File: config.mk
export PLATFORM = sky130hd
export DESIGN_NAME = current_adc_stream_source_flat
export DESIGN_NICKNAME = d
export VERILOG_FILES = /design/src/rtl/current_adc_stream_source_if.sv /design/src/rtl/current_adc_stream_source.sv /design/src/flat_wrapper.sv
export SDC_FILE = /design/constraint.sdc
export NUM_CORES = 1
export LEC_CHECK = 0
export CAP_MARGIN = 20
export CELL_PAD_IN_SITES_DETAIL_PLACEMENT = 1
export CELL_PAD_IN_SITES_GLOBAL_PLACEMENT = 2
export CORE_AREA = 2 2 98 100
export DETAILED_ROUTE_END_ITERATION = 10
export DIE_AREA = 0 0 100 102
export PLACE_DENSITY = 0.85
export SLEW_MARGIN = 20
export SYNTH_ARGS = -nofsm -noshare
export SYNTH_HDL_FRONTEND = slang
export SYNTH_SLANG_ARGS = --single-unit
File: constraint.sdc
create_clock -name clk -period 6.5 [get_ports clk]
set_clock_uncertainty 0.1 [all_clocks]
set_input_delay 0.975 -clock clk [delete_from_list [all_inputs] [get_ports clk]]
set_output_delay 0.975 -clock clk [all_outputs]
set_load 0.02 [all_outputs]
File: src/rtl/current_adc_stream_source_if.sv
// Valid/ready stream carrying one packed ADC conversion frame per beat.
// The source drives data/valid, the sink drives ready.
interface current_adc_stream_source_if #(
  parameter int WIDTH = 32
) ();
  logic [WIDTH-1:0] out_data;
  logic             out_valid;
  logic             out_ready;

  modport master (
    output out_data,
    output out_valid,
    input  out_ready
  );

  modport slave (
    input  out_data,
    input  out_valid,
    output out_ready
  );
endinterface

File: src/rtl/current_adc_stream_source.sv
// Current-sense ADC frame reader: 3-wire SPI master feeding one stream beat per frame.
// Define CURRENT_ADC_OFFSET_BINARY_EN to convert offset-binary samples to two's complement.
module current_adc_stream_source #(
  parameter int DATA_WIDTH = 16,
  parameter int DATA_COUNT = 2,
  parameter int CLK_DIV    = 4,
  parameter int OVF_WIDTH  = 8
) (
  input  logic                 clk,
  input  logic                 reset,
  input  logic                 trigger,
  output logic                 adc_cs_n,
  output logic                 adc_sclk,
  input  logic                 adc_miso,
  output logic                 busy,
  output logic [OVF_WIDTH-1:0] overflow_count,
  current_adc_stream_source_if.master stream
);

  localparam int N     = DATA_WIDTH * DATA_COUNT;
  localparam int DIV_W = $clog2(CLK_DIV);
  localparam int BIT_W = $clog2(N);

  typedef enum logic [2:0] {
    S_IDLE,
    S_LEAD,
    S_SHIFT,
    S_TRAIL,
    S_LOAD
  } state_t;

  state_t           state_q;
  state_t           state_d;
  logic [DIV_W-1:0] div_q;
  logic [DIV_W-1:0] div_d;
  logic [BIT_W-1:0] bit_q;
  logic [BIT_W-1:0] bit_d;
  logic             high_q;
  logic             high_d;
  logic             sample;
  logic             div_last;
  logic             bit_last;

  logic [N-1:0]     shreg;
  logic [N-1:0]     data_q;
  logic             valid_q;

  logic             ignored;
  logic             dropped;
  logic             take;
  logic [1:0]       ovf_inc;
  logic [OVF_WIDTH:0] ovf_sum;

  function automatic logic [N-1:0] to_out(
    input logic [N-1:0] raw
  );
    logic [N-1:0] v;
    v = raw;
`ifdef CURRENT_ADC_OFFSET_BINARY_EN
    for (int c = 0; c < DATA_COUNT; c++) begin
      v[c*DATA_WIDTH + DATA_WIDTH-1] =
        ~v[c*DATA_WIDTH + DATA_WIDTH-1];
    end
`endif
    return v;
  endfunction

  assign div_last = (div_q == DIV_W'(CLK_DIV-1));
  assign bit_last = (bit_q == BIT_W'(N-1));

  always_ff @(posedge clk or negedge reset) begin
    if (!reset) begin
      state_q <= S_IDLE;
      div_q   <= '0;
      bit_q   <= '0;
      high_q  <= 1'b0;
    end else begin
      state_q <= state_d;
      div_q   <= div_d;
      bit_q   <= bit_d;
      high_q  <= high_d;
    end
  end

  always_comb begin
    state_d = state_q;
    div_d   = div_q;
    bit_d   = bit_q;
    high_d  = high_q;
    sample  = 1'b0;
    unique case (state_q)
      S_IDLE: begin
        if (trigger) begin
          state_d = S_LEAD;
          div_d   = '0;
        end
      end
      S_LEAD: begin
        if (div_last) begin
          state_d = S_SHIFT;
          div_d   = '0;
          bit_d   = '0;
          high_d  = 1'b1;
        end else begin
          div_d = div_q + 1'b1;
        end
      end
      S_SHIFT: begin
        if (!div_last) begin
          div_d = div_q + 1'b1;
        end else begin
          div_d = '0;
          if (high_q) begin
            sample = 1'b1;
            high_d = 1'b0;
          end else if (bit_last) begin
            state_d = S_TRAIL;
          end else begin
            high_d = 1'b1;
            bit_d  = bit_q + 1'b1;
          end
        end
      end
      S_TRAIL: begin
        if (div_last) begin
          state_d = S_LOAD;
          div_d   = '0;
        end else begin
          div_d = div_q + 1'b1;
        end
      end
      S_LOAD: begin
        state_d = S_IDLE;
      end
      default: begin
        state_d = S_IDLE;
      end
    endcase
  end

  // Pins follow the next state so they line up with it cycle-for-cycle.
  always_ff @(posedge clk or negedge reset) begin
    if (!reset) begin
      adc_cs_n <= 1'b1;
      adc_sclk <= 1'b0;
      busy     <= 1'b0;
    end else begin
      adc_cs_n <= (state_d == S_IDLE) || (state_d == S_LOAD);
      adc_sclk <= (state_d == S_SHIFT) && high_d;
      busy     <= (state_d != S_IDLE);
    end
  end

  always_ff @(posedge clk or negedge reset) begin
    if (!reset) begin
      shreg <= '0;
    end else if (sample) begin
      shreg <= {shreg[N-2:0], adc_miso};
    end
  end

  assign take    = (state_q == S_LOAD) &&
                   (!valid_q || stream.out_ready);
  assign dropped = (state_q == S_LOAD) &&
                   valid_q && !stream.out_ready;
  assign ignored = trigger && (state_q != S_IDLE);

  always_ff @(posedge clk or negedge reset) begin
    if (!reset) begin
      data_q  <= '0;
      valid_q <= 1'b0;
    end else if (take) begin
      data_q  <= to_out(shreg);
      valid_q <= 1'b1;
    end else if (valid_q && stream.out_ready) begin
      valid_q <= 1'b0;
    end
  end

  assign stream.out_data  = data_q;
  assign stream.out_valid = valid_q;

  // An ignored trigger and a dropped frame can land in the same cycle.
  assign ovf_inc = {1'b0, ignored} + {1'b0, dropped};
  assign ovf_sum = {1'b0, overflow_count} +
                   (OVF_WIDTH+1)'(ovf_inc);

  always_ff @(posedge clk or negedge reset) begin
    if (!reset) begin
      overflow_count <= '0;
    end else if (ovf_sum[OVF_WIDTH]) begin
      overflow_count <= '1;
    end else begin
      overflow_count <= ovf_sum[OVF_WIDTH-1:0];
    end
  end

endmodule

File: src/flat_wrapper.sv
// flat-port wrapper written by rule: the top's interface ports become plain ports
module current_adc_stream_source_flat 
#(
  parameter int DATA_WIDTH = 16,
  parameter int DATA_COUNT = 2,
  parameter int CLK_DIV    = 4,
  parameter int OVF_WIDTH  = 8
)
  (clk, reset, trigger, adc_cs_n, adc_sclk, adc_miso, busy, overflow_count, stream_out_data, stream_out_valid, stream_out_ready);
  current_adc_stream_source_if stream_i ();
  input  logic clk;
  input  logic reset;
  input  logic trigger;
  output logic adc_cs_n;
  output logic adc_sclk;
  input  logic adc_miso;
  output logic busy;
  output logic [OVF_WIDTH-1:0] overflow_count;
  output wire logic [$bits(stream_i.out_data)-1:0] stream_out_data;
  output wire logic [$bits(stream_i.out_valid)-1:0] stream_out_valid;
  input wire logic [$bits(stream_i.out_ready)-1:0] stream_out_ready;
  assign stream_out_data = stream_i.out_data;
  assign stream_out_valid = stream_i.out_valid;
  assign stream_i.out_ready = stream_out_ready;
  current_adc_stream_source #(.DATA_WIDTH(DATA_WIDTH), .DATA_COUNT(DATA_COUNT), .CLK_DIV(CLK_DIV), .OVF_WIDTH(OVF_WIDTH)) u_core (.clk(clk), .reset(reset), .trigger(trigger), .adc_cs_n(adc_cs_n), .adc_sclk(adc_sclk), .adc_miso(adc_miso), .busy(busy), .overflow_count(overflow_count), .stream(stream_i));
endmodule
==> impl_metrics.yaml, run 1 <==
timing:
  finalHoldViolCount: 0
  maximum_clock_frequency_mhz: 371
  rsz_0062_raised_after_global_routing: "no"
  layout_min_cycle_time_ps: 2690
  max-slew-margin-rel_pct: 44.2
  worst-slew-pin-transition_ps: 836
  timing.final.crit_share_pct: 41.4
  setup_tns_ps: 0
  timing_max_transition_violations_final: 0
  fin_hold_ws_ps: 408
  setup_viol_count_final: 0
synth:
  synthesized_area_fraction_occupied_by_xor_and_xnor_cells_pct: 0.742
  ys.warnings.count: 0
  postSynthAreaPerCell_sq_um: 13.7
  ys_async_rst_share_pct: 100
  yosys-top-cells-area: "sky130_fd_sc_hd__dfrtp_1 (61%), sky130_fd_sc_hd__mux2_2 (21%), sky130_fd_sc_hd__nor2_1 (1.9%)"
  yosys.area.top_type: "sky130_fd_sc_hd__dfrtp_1"
  number_of_synthesized_flops_with_an_enable_pin: 0
  post_synth_adder_cell_area_pct: 1.98
  synth_top_family_by_area: "multiplexers"
  synth_top_area_share_pct: 60.8
  synth_compound_gate_area_share_pct: 4.81
  post_synth_and_or_nand_nor_area_fraction_pct: 8.13
  synthCells: 258
  muxShareOfSynthArea_pct: 21.0
  syn-num-nets: 268
  synth.yosys.seq_area_share_pct: 61.5
  postSynthRegisterBits: 87
  postSynth.topFlopCell: "sky130_fd_sc_hd__dfrtp_1"
  synth.lib_cells_used.distinct: 33
  syn-cell-area_sq_um: 3540
grt:
  grt-ovfl-total: 0
  first_global_vias: 2328
  grt_pass1_wl_mm: 11.2
  globalRouteTotalUtil_pct: 14.1
  grt_max_degree: 88
  initial_antenna_violation_count: 0
clock_network:
  cts_buffers: 9
  htreeDepth: 3
  clk-insertion-delay-late_ps: 350
  max-clock-path-buffers: 2
  postCtsSetupBuffers: 0
  cts-hold-fix-buffers: 0
  clock_tree_from_tritoncts: "yes"
  clk_pin_slew_ps: 80
  cts_num_sinks: 87
  cts_repair_resize_count: 0
  cts.root.buffer_cell: "sky130_fd_sc_hd__clkbuf_8"
floorplan:
  die-width_um: 100
  floorplan.rows: 35
  initial_core_util_pct: 38.9
  core-area_sq_um: 9110
  die_area_sq_um: 10200
  die-height_um: 102
  io-pin-count: 49
setup_path:
  worst_path_max_delay_cell: "sky130_fd_sc_hd__clkdlybuf4s50_1"
  cp_top_family: "adder cells"
  cells_along_the_critical_path: "clkdlybuf4s50_1 > nand2b_1 > nor2_1 > fa_1 > ha_1 > and3_1 > nand3_1 > nor3_1 > a21oi_1"
  crit_type: "in -> reg"
  worst-path-buf-inv: 1
  cp_slowest_stage_delay_ps: 440
  critPathArrivalTime_ps: 2860
  critPathMaxFanout: 4
  worst-endpoint-required_ps: 6670
  cp-start-kind: "primary input"
  end_kind: "register"
drt:
  num_vias: 2148
  post_route_wl_mm: 6.51
  route.antenna.remaining_nets: 0
  drt-vias-per-instance: 5.07
  detail_route.iter0.violations: 68
  wl_per_cell_um: 15.3
  dr.pass1.iters: 3
  drc_violations_left: 0
pwr:
  power.ir.vdd_worst_mv: 0.129
  power.switching_fraction_pct: 25.6
  power_frac_comb_pct: 11.7
  p_seq_share_pct: 51.1
  areal_power_density_over_the_cells_nw_per_um2: 268
  power_leakage_nw: 2.06
  pwr-share-clk_pct: 37.2
  cell_internal_pwr_uw: 871
  netSwitchingPower_uw: 299
place:
  place_congestion: 0.755
  detailed_place_hpwl_mm: 4.24
  port_buffers: 48
min_path:
  hold_class: "reg -> reg"
job:
  number_of_maximum_capacitance_constraint_violations: 0
cells_and_area:
  area.growth.synth_to_final_pct: 23.4
  nNetsFinal: 318
  drive_above_1_share_pct: 28.8
  num_antenna_cells: 0
outcome:
  outcome: "finished, final reports clean"
==> worst paths after layout <==
| check | from | end | slack (ps) | cells after the start |
|---|---|---|---|---|
| worst max-delay path | stream_out_ready | u_core.overflow_count[6]$_DFF_PN0_ | 3810 | 9 |
| worst min-delay path | u_core.stream.out_data[31]$_DFFE_PN0P_ | u_core.stream.out_data[31]$_DFFE_PN0P_ | 410 | 1 |
| worst max register to register | u_core.state_q[0]$_DFF_PN0_ | u_core.overflow_count[6]$_DFF_PN0_ | 4060 | 9 |
| worst min register to register | u_core.stream.out_data[31]$_DFFE_PN0P_ | u_core.stream.out_data[31]$_DFFE_PN0P_ | 410 | 1 |
| max in group asynchronous | reset | u_core.stream.out_data[30]$_DFFE_PN0P_ | 5210 | 1 |
| min in group asynchronous | reset | u_core.bit_q[2]$_DFFE_PN0P_ | 560 | 1 |
==> layer usage <==
| layer | share of wire [%] | vias up | GRT usage, % |
|---|---|---|---|
| met5 | 0 | - | 0 |
| met1 | 48 | 1099 | 18.4 |
| met2 | 47 | 35 | 22.6 |
| li1 | - | 1007 | - |
| met4 | 1.4 | 0 | 5.06 |
| met3 | 4.2 | 7 | 4.45 |
==> area by class of cell <==
type	count	area [sq um]
clock buffers	11	151
inverters	5	18.8
repair buffers	49	489
flip-flops and latches	87	2180
fillers	935	4740
multi-input cells	156	1300
clock inverters	5	88.8
well taps	111	139
==> registers in the layout, summed over array words and instances (netlist names) <==
register and cells:
u_core.busy 1, u_core.div_q 2, u_core.state_q 3, u_core.overflow_count 8, u_core.stream.out_data 32, u_core.stream.out_valid 1, u_core.bit_q 5, u_core.adc_sclk 1
u_core.adc_cs_n 1, u_core.shreg 32, u_core.high_q 1
==> placed cells by master (no fill, tap or decap), types with 2 or more instances in the layout <==
| cell type | count |
|---|---|
| sky130_fd_sc_hd__nand2b_1 | 6 |
| sky130_fd_sc_hd__o21ai_0 | 9 |
| sky130_fd_sc_hd__a31oi_1 | 2 |
| sky130_fd_sc_hd__dfrtp_1 | 86 |
| sky130_fd_sc_hd__clkdlybuf4s50_1 | 47 |
| sky130_fd_sc_hd__nor3_1 | 6 |
| sky130_fd_sc_hd__nor2_1 | 18 |
| sky130_fd_sc_hd__a21oi_1 | 7 |
| sky130_fd_sc_hd__clkinv_4 | 2 |
| sky130_fd_sc_hd__and3_1 | 3 |
| sky130_fd_sc_hd__nand2_1 | 9 |
| sky130_fd_sc_hd__bufinv_16 | 2 |
| sky130_fd_sc_hd__ha_1 | 4 |
| sky130_fd_sc_hd__clkbuf_8 | 11 |
| sky130_fd_sc_hd__mux2_2 | 66 |
| sky130_fd_sc_hd__inv_1 | 5 |
| sky130_fd_sc_hd__a211oi_2 | 2 |
| sky130_fd_sc_hd__nand3_1 | 3 |
| sky130_fd_sc_hd__o21ai_1 | 2 |
| sky130_fd_sc_hd__xnor2_1 | 3 |
| sky130_fd_sc_hd__nor3b_1 | 2 |
==> synthesized netlist by cell type, drive strengths merged, types with 2 or more instances <==
| cell type | instances |
|---|---|
| xnor2 | 3 |
| clkbuf | 4 |
| nor3b | 2 |
| nand2 | 9 |
| mux2 | 66 |
| or4b | 2 |
| inv | 5 |
| o21ai | 11 |
| nand2b | 6 |
| nand3 | 4 |
| a31oi | 2 |
| a211oi | 2 |
| buf | 6 |
| nor3 | 6 |
| a21oi | 7 |
| and3 | 3 |
| dfrtp | 86 |
| ha | 4 |
| nor2 | 18 |
==> kinds of logic (layout without fill, tap and decap cells) <==
kind of cell,count (synthesis),count (layout)
muxes,66,66
AOI/OAI and AO/OA,27,27
and+or+nand+nor,55,55
DFF,87,87
buffers and inverters,15,70
adders and majority gates,5,5
xor gates and xnor gates,3,3
==> metrics by stage <==
step                      cells  power (mW)  setup slack [ps]  area, sq um  utilization [%]
after floorplan             258       0.670              4110         3540                -
after global routing        424        1.23              3670         4370             48.0
after detailed placement    408       0.748              3400         4120             45.3
after global placement      408       0.742              3460         4120             45.3
after CTS                   424        1.19              3780         4360             47.9
final                       424        1.17              3810         4370             48.0
==> power by group through the flow <==
stage	clock [mW]	combinational [mW]	sequential (mW)
5_1_grt	0.477	0.152	0.604
2_1_floorplan	0	0.0409	0.629
3_5_place_dp	0	0.140	0.609
3_3_place_gp	0	0.135	0.607
4_1_cts	0.450	0.140	0.599
6_report	0.435	0.136	0.598
==> worst register-to-register path, stage by stage, from the launching register on <==
cell	delay, ps
sky130_fd_sc_hd__dfrtp_1	550
sky130_fd_sc_hd__nor2_1	310
sky130_fd_sc_hd__nand2_1	110
sky130_fd_sc_hd__nor2_1	200
sky130_fd_sc_hd__fa_1	250
sky130_fd_sc_hd__ha_1	230
sky130_fd_sc_hd__and3_1	250
sky130_fd_sc_hd__nand3_1	120
sky130_fd_sc_hd__nor3_1	140
sky130_fd_sc_hd__a21oi_1	60
Power figures use the tool's default switching activity.
==> inputs of run 2 (changes only) <==
Settings changed: CORE_AREA 2 2 98 100 to 2 2 106 108, DIE_AREA 0 0 100 102 to 0 0 108 110, PLACE_DENSITY 0.85 to 0.77.
Clock period 6.5 ns to 2.3 ns, I/O delays scaled along.
==> impl_metrics.yaml, run 2 (synthesis gave the netlist of run 1 again) <==
cells_and_area:
  layout.cells.most_common_list: "sky130_fd_sc_hd__dfrtp_1 (86), sky130_fd_sc_hd__mux2_2 (66), sky130_fd_sc_hd__clkdlybuf4s50_1 (47)"
  multiInputGateArea_sq_um: 1310
  drive_above_1_share_pct: 31.4
  final.fill_count: 1131
  final_design_area_no_fill_sq_um: 4490
  nNetsFinal: 330
  num_antenna_cells: 0
  layout.cells.most_common: "sky130_fd_sc_hd__dfrtp_1"
  register_area_sq_um: 2180
  area.growth.synth_to_final_pct: 26.9
  finalNonFillerCells: 465
setup_path:
  rrSetupSlack_ps: 70
  cp_slowest_stage_delay_ps: 560
  cp-start-kind: "register"
  critPathMaxFanout: 4
  cp_top_family: "simple AND/OR/NAND/NOR gates"
  critPathArrivalTime_ps: 2360
  crit_start: "u_core.bit_q[0]$_DFFE_PN0P_"
  end_kind: "register"
  r2r_start: "u_core.bit_q[0]$_DFFE_PN0P_"
  ff2ff_path_depth: 7
  regToRegEndpoint: "u_core.bit_q[3]$_DFFE_PN0P_"
  cells_along_the_critical_path: "ha_1 > and3_1 > ha_2 > or4b_4 > a211oi_2 > xnor2_1 > nor2_1"
  worst-endpoint-required_ps: 2430
  crit_type: "reg -> reg"
  worst-path-buf-inv: 0
  worst_setup_path_endpoint: "u_core.bit_q[3]$_DFFE_PN0P_"
  worst_path_max_delay_cell: "sky130_fd_sc_hd__or4b_4"
  path_depth: 7
grt:
  grt_max_degree: 54
  globalRouteTotalUtil_pct: 12.9
  first_global_vias: 2429
  grt_pass1_wl_mm: 12.0
  initial_antenna_violation_count: 0
  grt-ovfl-total: 0
clock_network:
  cts.root.buffer_cell: "sky130_fd_sc_hd__clkbuf_8"
  clk_pin_slew_ps: 90
  clock_tree_from_tritoncts: "yes"
  max-clock-path-buffers: 2
  cts_buffers: 9
  htreeDepth: 3
  cts_num_sinks: 87
  clk-insertion-delay-late_ps: 350
timing:
  rsz_0062_raised_after_global_routing: "no"
  layout_min_cycle_time_ps: 2230
  setup_viol_count_final: 0
  timing_max_transition_violations_final: 0
  worst-slew-pin-transition_ps: 483
  finalHoldViolCount: 0
  maximum_clock_frequency_mhz: 448
  max-slew-margin-rel_pct: 67.8
  timing.final.crit_share_pct: 97.0
place:
  port_buffers: 48
  place_congestion: 0.713
  detailed_place_hpwl_mm: 4.59
  detailed_place.area_sq_um: 4270
  numPlacedInstances: 447
floorplan:
  core-area_sq_um: 10700
  die-width_um: 108
  floorplan.rows: 38
  die-height_um: 110
  die_area_sq_um: 11900
  initial_core_util_pct: 33.1
  io-pin-count: 49
job:
  number_of_maximum_capacitance_constraint_violations: 0
pwr:
  areal_power_density_over_the_cells_nw_per_um2: 704
  power.ir.vdd_worst_mv: 0.508
  power_leakage_nw: 2.10
outcome:
  outcome: "finished, final reports clean"
min_path:
  hold_class: "in -> async"
drt:
  detail_route.iter0.violations: 61
  route.antenna.remaining_nets: 0
  num_vias: 2224
  dr.pass1.iters: 2
  wl_per_cell_um: 15.0
  post_route_wl_mm: 6.96
  drc_violations_left: 0
  drt-vias-per-instance: 4.78
-- run 2: worst min-delay path by stage --
| stage | startpoint | to | slack (ps) | cells past startpoint |
|---|---|---|---|---|
| floorplan | reset | u_core.adc_sclk$_DFF_PN0_ | -50 | 0 |
| global placement | reset | u_core.stream.out_data[20]$_DFFE_PN0P_ | 240 | 1 |
| detailed placement | reset | u_core.stream.out_data[20]$_DFFE_PN0P_ | 240 | 1 |
| CTS | reset | u_core.stream.out_data[20]$_DFFE_PN0P_ | 380 | 2 |
| global route | reset | u_core.stream.out_data[21]$_DFFE_PN0P_ | 400 | 2 |
| finish | reset | u_core.stream.out_data[20]$_DFFE_PN0P_ | 390 | 2 |
-- run 2: worst reg2reg max path: stages, from the launching register on --
cell and delay (ps):
sky130_fd_sc_hd__dfrtp_1 400, sky130_fd_sc_hd__ha_1 210, sky130_fd_sc_hd__and3_1 180, sky130_fd_sc_hd__ha_2 180, sky130_fd_sc_hd__or4b_4 560, sky130_fd_sc_hd__a211oi_2 280, sky130_fd_sc_hd__xnor2_1 140, sky130_fd_sc_hd__nor2_1 60
-- run 2: cell type report --
| cell class | instances | area share, % |
|---|---|---|
| timing repair buffer | 61 | 13.7 |
| clock buffer | 10 | 2.84 |
| multi-input combinational | 156 | 29.1 |
| clock inverter | 6 | 1.50 |
| inverter | 5 | 0.418 |
| tap | 140 | 3.90 |
| sequential | 87 | 48.5 |
-- run 2: layer usage --
layer / global-route usage [%] / routed length [um] / up-vias
li1: - / - / 1036
met1: 17.2 / 3280 / 1149
met2: 20.2 / 3350 / 30
met3: 3.35 / 219 / 9
met4: 5.22 / 108 / 0
met5: 0 / 0 / -
-- run 2: metrics by stage --
stage | worst slack [ps] | total power, mW | TNS [ps] | hold slack (ps) | util [%]
after CTS | 7.90 | 3.23 | 0 | 384 | 41.9
after detailed placement | -15.9 | 2.13 | -29.2 | 245 | 39.9
after global placement | 62.8 | 2.12 | 0 | 241 | 39.9
final | 68.4 | 3.16 | 0 | 391 | 42.0
after global routing | 4.87 | 3.33 | 0 | 405 | 42.0
after floorplan | 70.5 | 1.89 | 0 | -50.6 | -
-- run 2: power breakdown --
| part | switching [mW] | internal (mW) | leakage, nW |
|---|---|---|---|
| registers | 0.0928 | 1.60 | 1.14 |
| logic | 0.215 | 0.188 | 0.870 |
| clock network | 0.557 | 0.508 | 0.0933 |
-- run 2: what timing repair did --
action / CTS / global route
setup buffers: 0 / 1
hold buffers: 1 / 0
resized for setup: 0 / 2
setup endpoints to repair: 0 / 3
endpoints found under the hold margin: 33 / 0
==> inputs of run 3 (changes only) <==
Settings changed: GPL_ROUTABILITY_DRIVEN from default to 0.
==> results of run 3 <==
Same layout as run 2: the final DEF is identical, and so are final timing and power.
